$ cat src/rtl/nixie_scan_controller.sv
// Scans NUM_DIGITS BCD digits onto one shared decoder with per-digit anode selects.
// A double-buffered load port swaps in new values only at frame boundaries.
//
// state | meaning
// BLANK | decoder disabled, no anode; dec_bcd pre-settles to the next digit
// DRIVE | anode of current digit on, decoder enabled when the digit is shown
module nixie_scan_controller #(
   parameter int NUM_DIGITS = 4,
   parameter int DWELL_CYC  = 8,
   parameter int BLANK_CYC  = 2
) (
   input  logic                    clk,
   input  logic                    rst_n,
   input  logic                    load_valid,
   output logic                    load_ready,
   input  logic [4*NUM_DIGITS-1:0] load_data,
   input  logic                    lz_blank,
   output logic                    dec_enable,
   output logic [3:0]              dec_bcd,
   output logic [NUM_DIGITS-1:0]   digit_sel,
   output logic                    frame_done
);

   localparam int IW   = (NUM_DIGITS > 1) ? $clog2(NUM_DIGITS) : 1;
   localparam int MAXC = (DWELL_CYC > BLANK_CYC) ? DWELL_CYC : BLANK_CYC;
   localparam int CW   = $clog2(MAXC + 1);

   localparam logic [0:0] ST_BLANK = 1'b0;
   localparam logic [0:0] ST_DRIVE = 1'b1;

   localparam logic [IW-1:0] LAST_IDX = IW'(NUM_DIGITS - 1);
   localparam logic [CW-1:0] BLANK_TC = CW'(BLANK_CYC - 1);
   localparam logic [CW-1:0] DWELL_TC = CW'(DWELL_CYC - 1);

   logic [0:0]              state, state_nxt;
   logic [IW-1:0]           idx, idx_nxt;
   logic [CW-1:0]           cnt, cnt_nxt;
   logic [4*NUM_DIGITS-1:0] active, active_nxt, shadow;
   logic                    pending;
   logic                    boundary;
   logic                    accept;
   logic [3:0]              nib_nxt;
   logic                    zeros_up;
   logic                    show_nxt;

   assign load_ready = ~pending;
   assign accept     = load_valid & ~pending;
   assign boundary   = (state == ST_DRIVE) && (cnt == DWELL_TC) && (idx == LAST_IDX);
   assign active_nxt = (boundary && pending) ? shadow : active;

   always_comb begin
      state_nxt = state;
      idx_nxt   = idx;
      cnt_nxt   = cnt + 1'b1;
      case (state)
         ST_BLANK: begin
            if (cnt == BLANK_TC) begin
               state_nxt = ST_DRIVE;
               cnt_nxt   = '0;
            end
         end
         default: begin
            if (cnt == DWELL_TC) begin
               state_nxt = ST_BLANK;
               cnt_nxt   = '0;
               idx_nxt   = (idx == LAST_IDX) ? '0 : idx + 1'b1;
            end
         end
      endcase
   end

   // Outputs are computed from the state being entered, so they settle on the same edge.
   always_comb begin
      nib_nxt  = active_nxt[4*idx_nxt +: 4];
      zeros_up = 1'b1;
      for (int i = 0; i < NUM_DIGITS; i++) begin
         if ((i >= int'(idx_nxt)) && (active_nxt[4*i +: 4] != 4'd0)) begin
            zeros_up = 1'b0;
         end
      end
      show_nxt = (nib_nxt <= 4'd9) && !(lz_blank && (idx_nxt != '0) && zeros_up);
   end

   always_ff @(posedge clk or negedge rst_n) begin
      if (!rst_n) begin
         state      <= ST_BLANK;
         idx        <= '0;
         cnt        <= '0;
         active     <= '0;
         shadow     <= '0;
         pending    <= 1'b0;
         dec_enable <= 1'b0;
         dec_bcd    <= 4'd0;
         digit_sel  <= '0;
         frame_done <= 1'b0;
      end else begin
         state  <= state_nxt;
         idx    <= idx_nxt;
         cnt    <= cnt_nxt;
         active <= active_nxt;
         if (boundary && pending) begin
            pending <= 1'b0;
         end else if (accept) begin
            shadow  <= load_data;
            pending <= 1'b1;
         end
         dec_bcd    <= nib_nxt;
         digit_sel  <= (state_nxt == ST_DRIVE) ? (NUM_DIGITS'(1) << idx_nxt) : '0;
         dec_enable <= (state_nxt == ST_DRIVE) && show_nxt;
         frame_done <= (state_nxt == ST_DRIVE) && (idx_nxt == LAST_IDX) && (cnt_nxt == DWELL_TC);
      end
   end

endmodule

$ cat config.mk
export PLATFORM = sky130hd
export DESIGN_NAME = nixie_scan_controller
export DESIGN_NICKNAME = d
export VERILOG_FILES = /design/src/rtl/nixie_scan_controller.sv
export SDC_FILE = /design/constraint.sdc
export NUM_CORES = 1
export LEC_CHECK = 0
export CORE_MARGIN = 2
export CORE_UTILIZATION = 50
export DETAILED_ROUTE_END_ITERATION = 10
export PLACE_DENSITY = 0.86
export SLEW_MARGIN = 20
export SYNTH_ARGS = -nofsm -noshare
export SYNTH_HDL_FRONTEND = slang
export SYNTH_SLANG_ARGS = --single-unit
$ cat constraint.sdc
create_clock -name clk -period 5.1 [get_ports clk]
set_input_delay 1.53 -clock clk [delete_from_list [all_inputs] [get_ports clk]]
set_output_delay 1.53 -clock clk [all_outputs]
set_load 0.02 [all_outputs]
# Yosys cells after proc, flatten, opt, wreduce, memory -nomap -nowiden
# Cells that the tools add are included.
dict set report word_totals {
  output_inout_bits 11
  word_cells 63
  input_bits 20
  regBits 50
}
dict set report classes {
  reduce_logical 20
  n_eq_ne 5
  magnitude_cmp 4
  bitwise_logic 3
  n_mux 17
  n_shift 2
  n_addsub 2
}
# op n
set op_table {}
lappend op_table {{$mux 16} 1}
lappend op_table {{$mux 4} 4}
lappend op_table {{$reduce_bool 4->1} 4}
lappend op_table {{$shiftx 16x5->4} 1}
lappend op_table {{$logic_and 1x1->1} 12}
lappend op_table {{$mux 1} 9}
lappend op_table {{$eq 4x3->1 const B} 2}
lappend op_table {{$mux 2} 3}
lappend op_table {{$add 4x1->4 const B} 1}
lappend op_table {{$eq 2x2->1 const B} 2}
lappend op_table {{$eq 4x1->1 const B} 1}
lappend op_table {{$ge 1x2->1 const A} 2}
lappend op_table {{$le 4x4->1 const B} 1}
lappend op_table {{$reduce_bool 2->1} 2}
lappend op_table {{$shl 1x2->4 const A} 1}
lappend op_table {{$add 2x1->2 const B} 1}
lappend op_table {{$ge 2x2->1 const A} 1}
lappend op_table {{$not 1->1} 2}
lappend op_table {{$reduce_and 2->1} 1}
lappend op_table {{$and 1x1->1} 1}
lappend op_table {{$logic_not 1->1} 1}

# Depth between registers and ports, before layout
dict set report depth {
  depth_word 15
  ltp_mapped 9
  depth_no_buf 8
}

# Worst setup path before layout
# OpenSTA, ideal clock, no wires.
dict set report synth_timing {
  kind {input to register}
  from {in load_valid}
  to {reg shadow[0]}
  required_ns 4.975
  path_stages 4
  n_path_buf 2
  t_arrival_ns 2.609
  setup_ns 0.125
  path_slack_ns 2.366
  cell_sequence {nor2b_1 -> clkbuf_1 -> buf_1 -> mux2_2}
}
dict set report synth_via {
  elab_chain_cells 2
}
# element line_no
set synth_lines {}
lappend synth_lines {{start: declaration} 14} ;# input logic load_valid,
lappend synth_lines {{$and 1x1->1} 47} ;# assign accept = load_valid & ~pending;
lappend synth_lines {{$reduce_and 2->1 (no line)} n/a}
lappend synth_lines {{end signal: assignment} 104} ;# shadow <= load_data;
lappend synth_lines {{end: declaration} 38} ;# logic [4*NUM_DIGITS-1:0] active, active_nxt, shadow;
# No other way between the ends.
# A chain may end at the register's enable or synchronous reset.

# Final worst setup path
dict set report layout_timing {
  from {reg pending}
  to {out load_ready}
}
dict set report layout_via {
  elab_chain_cells 1
}
# element line_no
set layout_lines {}
lappend layout_lines {{start: declaration} 39} ;# logic pending;
lappend layout_lines {{start signal: assignment} 91} ;# pending <= 1'b0;
lappend layout_lines {{start signal: assignment} 102} ;# pending <= 1'b0;
lappend layout_lines {{start signal: assignment} 105} ;# pending <= 1'b1;
lappend layout_lines {{$not 1->1} 46} ;# assign load_ready = ~pending;
lappend layout_lines {{end: declaration} 15} ;# output logic load_ready,
# No other way between the ends.

==> metrics <==
dominant cell by count in the synthesized netlist dfrtp_1; postcts setup bufs 0; worst path arrival time 1380 ps; Hold Crit Class reg -> reg; Setup-failing EPs final 0; dpl ws 2240 ps; GRT overflow 0; Post-synth EDFFs 0; worst path required time 3570 ps; status finished, final reports clean; WL/cell 15.2 um; TritonCTS clock tree built; top-area cell type share of the netlist area 57.4%; register area share after synthesis 57.4%; power per cell area 334 mW/mm^2; top post-synthesis cells by count dfrtp_1 (50), mux2_2 (33), nand2_1 (9); Cell Rows 24; largest net degree at the start of global routing 51; core footprint 0.00426 sq mm; synthesized area 0.00218 sq mm; post-cts sizing count 0; layout cells sized above 1 28.5%; Crit Path Category reg -> out; Synth Warn # 0; GRT met2 Usage 27.2%; Num CTS Buffers 5; Critical Path Start Type register; Worst Skew 7.76 ps; max-cap violations 0; total power 894 uW; post-synthesis average cell area 13.8 sq um; CP Capture Type primary output; met3 Use GR 4.76%; asr flop ratio synth 100%; Gate Count Post-Synth 158; H-tree levels 2; routability cong. 0.805; syn nets 181; Chip Width 70.0 um; Initial Util 51.1%; drc violations 0; gr usage total 17.1%; drt via density 5.56; highest fanout seen on the critical path 4; antenna violations before repair 0; Routed Wire Length 3720 um; Final Net Count 215; Worst VDD drop 0.233 mV; gr busiest metal met2; count of different cell masters after synthesis 33; max-slew violations 0; Via Count 1,363; final setup TNS 0 ps; post-synth top area cell dfrtp_1; post-route minimum period 2910 ps; final hold slack 506 ps; Synth Register Bits 50; IO buf count 30; routing usage on met1 22.8%; number of global-route vias before repair 1,370; actual slew at the worst max-slew pin 724 ps; register clock-pin slew on the reported worst setup and hold paths 90 ps; post-route ant nets 0; diode count 0; Leak Pwr 0.00119 uW; Final WS setup 2190 ps; period utilization 57.1%; top_reg_cell synth dfrtp_1; max_slew headroom 51.2%; Die Ht 70.0 um; cts hold-fix bufs 0; synth top area cells dfrtp_1 (57%), mux2_2 (17%), mux4_2 (5.2%), ha_1 (1.7%), nand2_1 (1.5%); Die Footprint 0.00490 sq mm; fill cell count 338; CTS sink cnt 50; worst skew pair latency 310 ps; HPWL Detailed 2610 um; Iter 0 DRT Violations 80; Root Buffer clkbuf_8; Final Hold Fails 0; synthesis-to-finish area growth 22.8%; first-pass GRT wire length 6500 um; maximum clock frequency 343 MHz; Max Buffers Root-to-Sink 2; drt first pass iters 4; Ports 31; RSZ-0062 raised after global routing no
where the power goes:
group / internal, uW / switching [uW]
sequential: 434 / 27.2
clock: 209 / 132
combinational: 57.9 / 33.6
metrics by stage:
step                      utilization [%]  std cells  cell area, sq um
after detailed placement             59.4        237              2530
after global placement               59.4        237              2530
after global routing                 62.8        245              2680
after CTS                            62.7        245              2680
final                                62.8        245              2680
after floorplan                         -        158              2180
final timing paths:
| kind | start | slack, ps | cells past startpoint | endpoint |
|---|---|---|---|---|
| max | pending | 2190 | 2 | load_ready |
| min | shadow[3] | 510 | 1 | shadow[3] |
| max reg2reg | cnt[0] | 2350 | 8 | dec_enable |
| min reg2reg | shadow[3] | 510 | 1 | shadow[3] |
| max in group asynchronous | rst_n | 3470 | 1 | active[6] |
| min in group asynchronous | rst_n | 1220 | 1 | shadow[0] |
worst max-delay path, stage by stage, from the launching register on:
cell and delay (ps):
dfrtp_1 420, inv_1 60, clkdlybuf4s50_1 590
registers in the layout (all words and copies together) (netlist names):
| register | cells |
|---|---|
| frame_done | 1 |
| cnt | 4 |
| shadow | 16 |
| idx | 2 |
| digit_sel | 4 |
| pending | 1 |
| state | 1 |
| dec_bcd | 4 |
| dec_enable | 1 |
| active | 16 |
layer usage:
metal  share of wire [%]  vias to the layer above  wire [um]
met2                  50                       28       1870
li1                    -                      637          -
met3                 3.8                        6        140
met5                   0                        -          0
met4                 1.6                        0         58
met1                  44                      692       1650
logic make-up after synthesis:
logic type                 Yosys count  share of synthesized area [%]
adders and majority gates            3                           1.72
AOI/OAI and AO/OA                   16                           5.51
DFF                                 50                           57.4
muxes                               42                           24.2
and+or+nand+nor                     35                           8.61
buffers and inverters               12                           2.53
cells in the final DEF (no fill, tap or decap), types with 5 or more instances in the layout:
master           count
nor2_1               7
nand2_1              9
nor3_1               5
dfrtp_1             50
mux2_2              33
clkbuf_8             6
clkdlybuf4s50_1     29
mux4_2               5
final cells by class:
class / count / area (sq um) / share of cell area [%]
well taps: 52 / 65.1 / 2.43
flip-flops and latches: 50 / 1250 / 46.7
clock inverters: 2 / 60.1 / 2.24
repair buffers: 33 / 320 / 12.0
inverters: 6 / 22.5 / 0.841
clock buffers: 6 / 82.6 / 3.08
multi-input cells: 96 / 876 / 32.7
No activity file was read; power rests on OpenSTA's default activity.
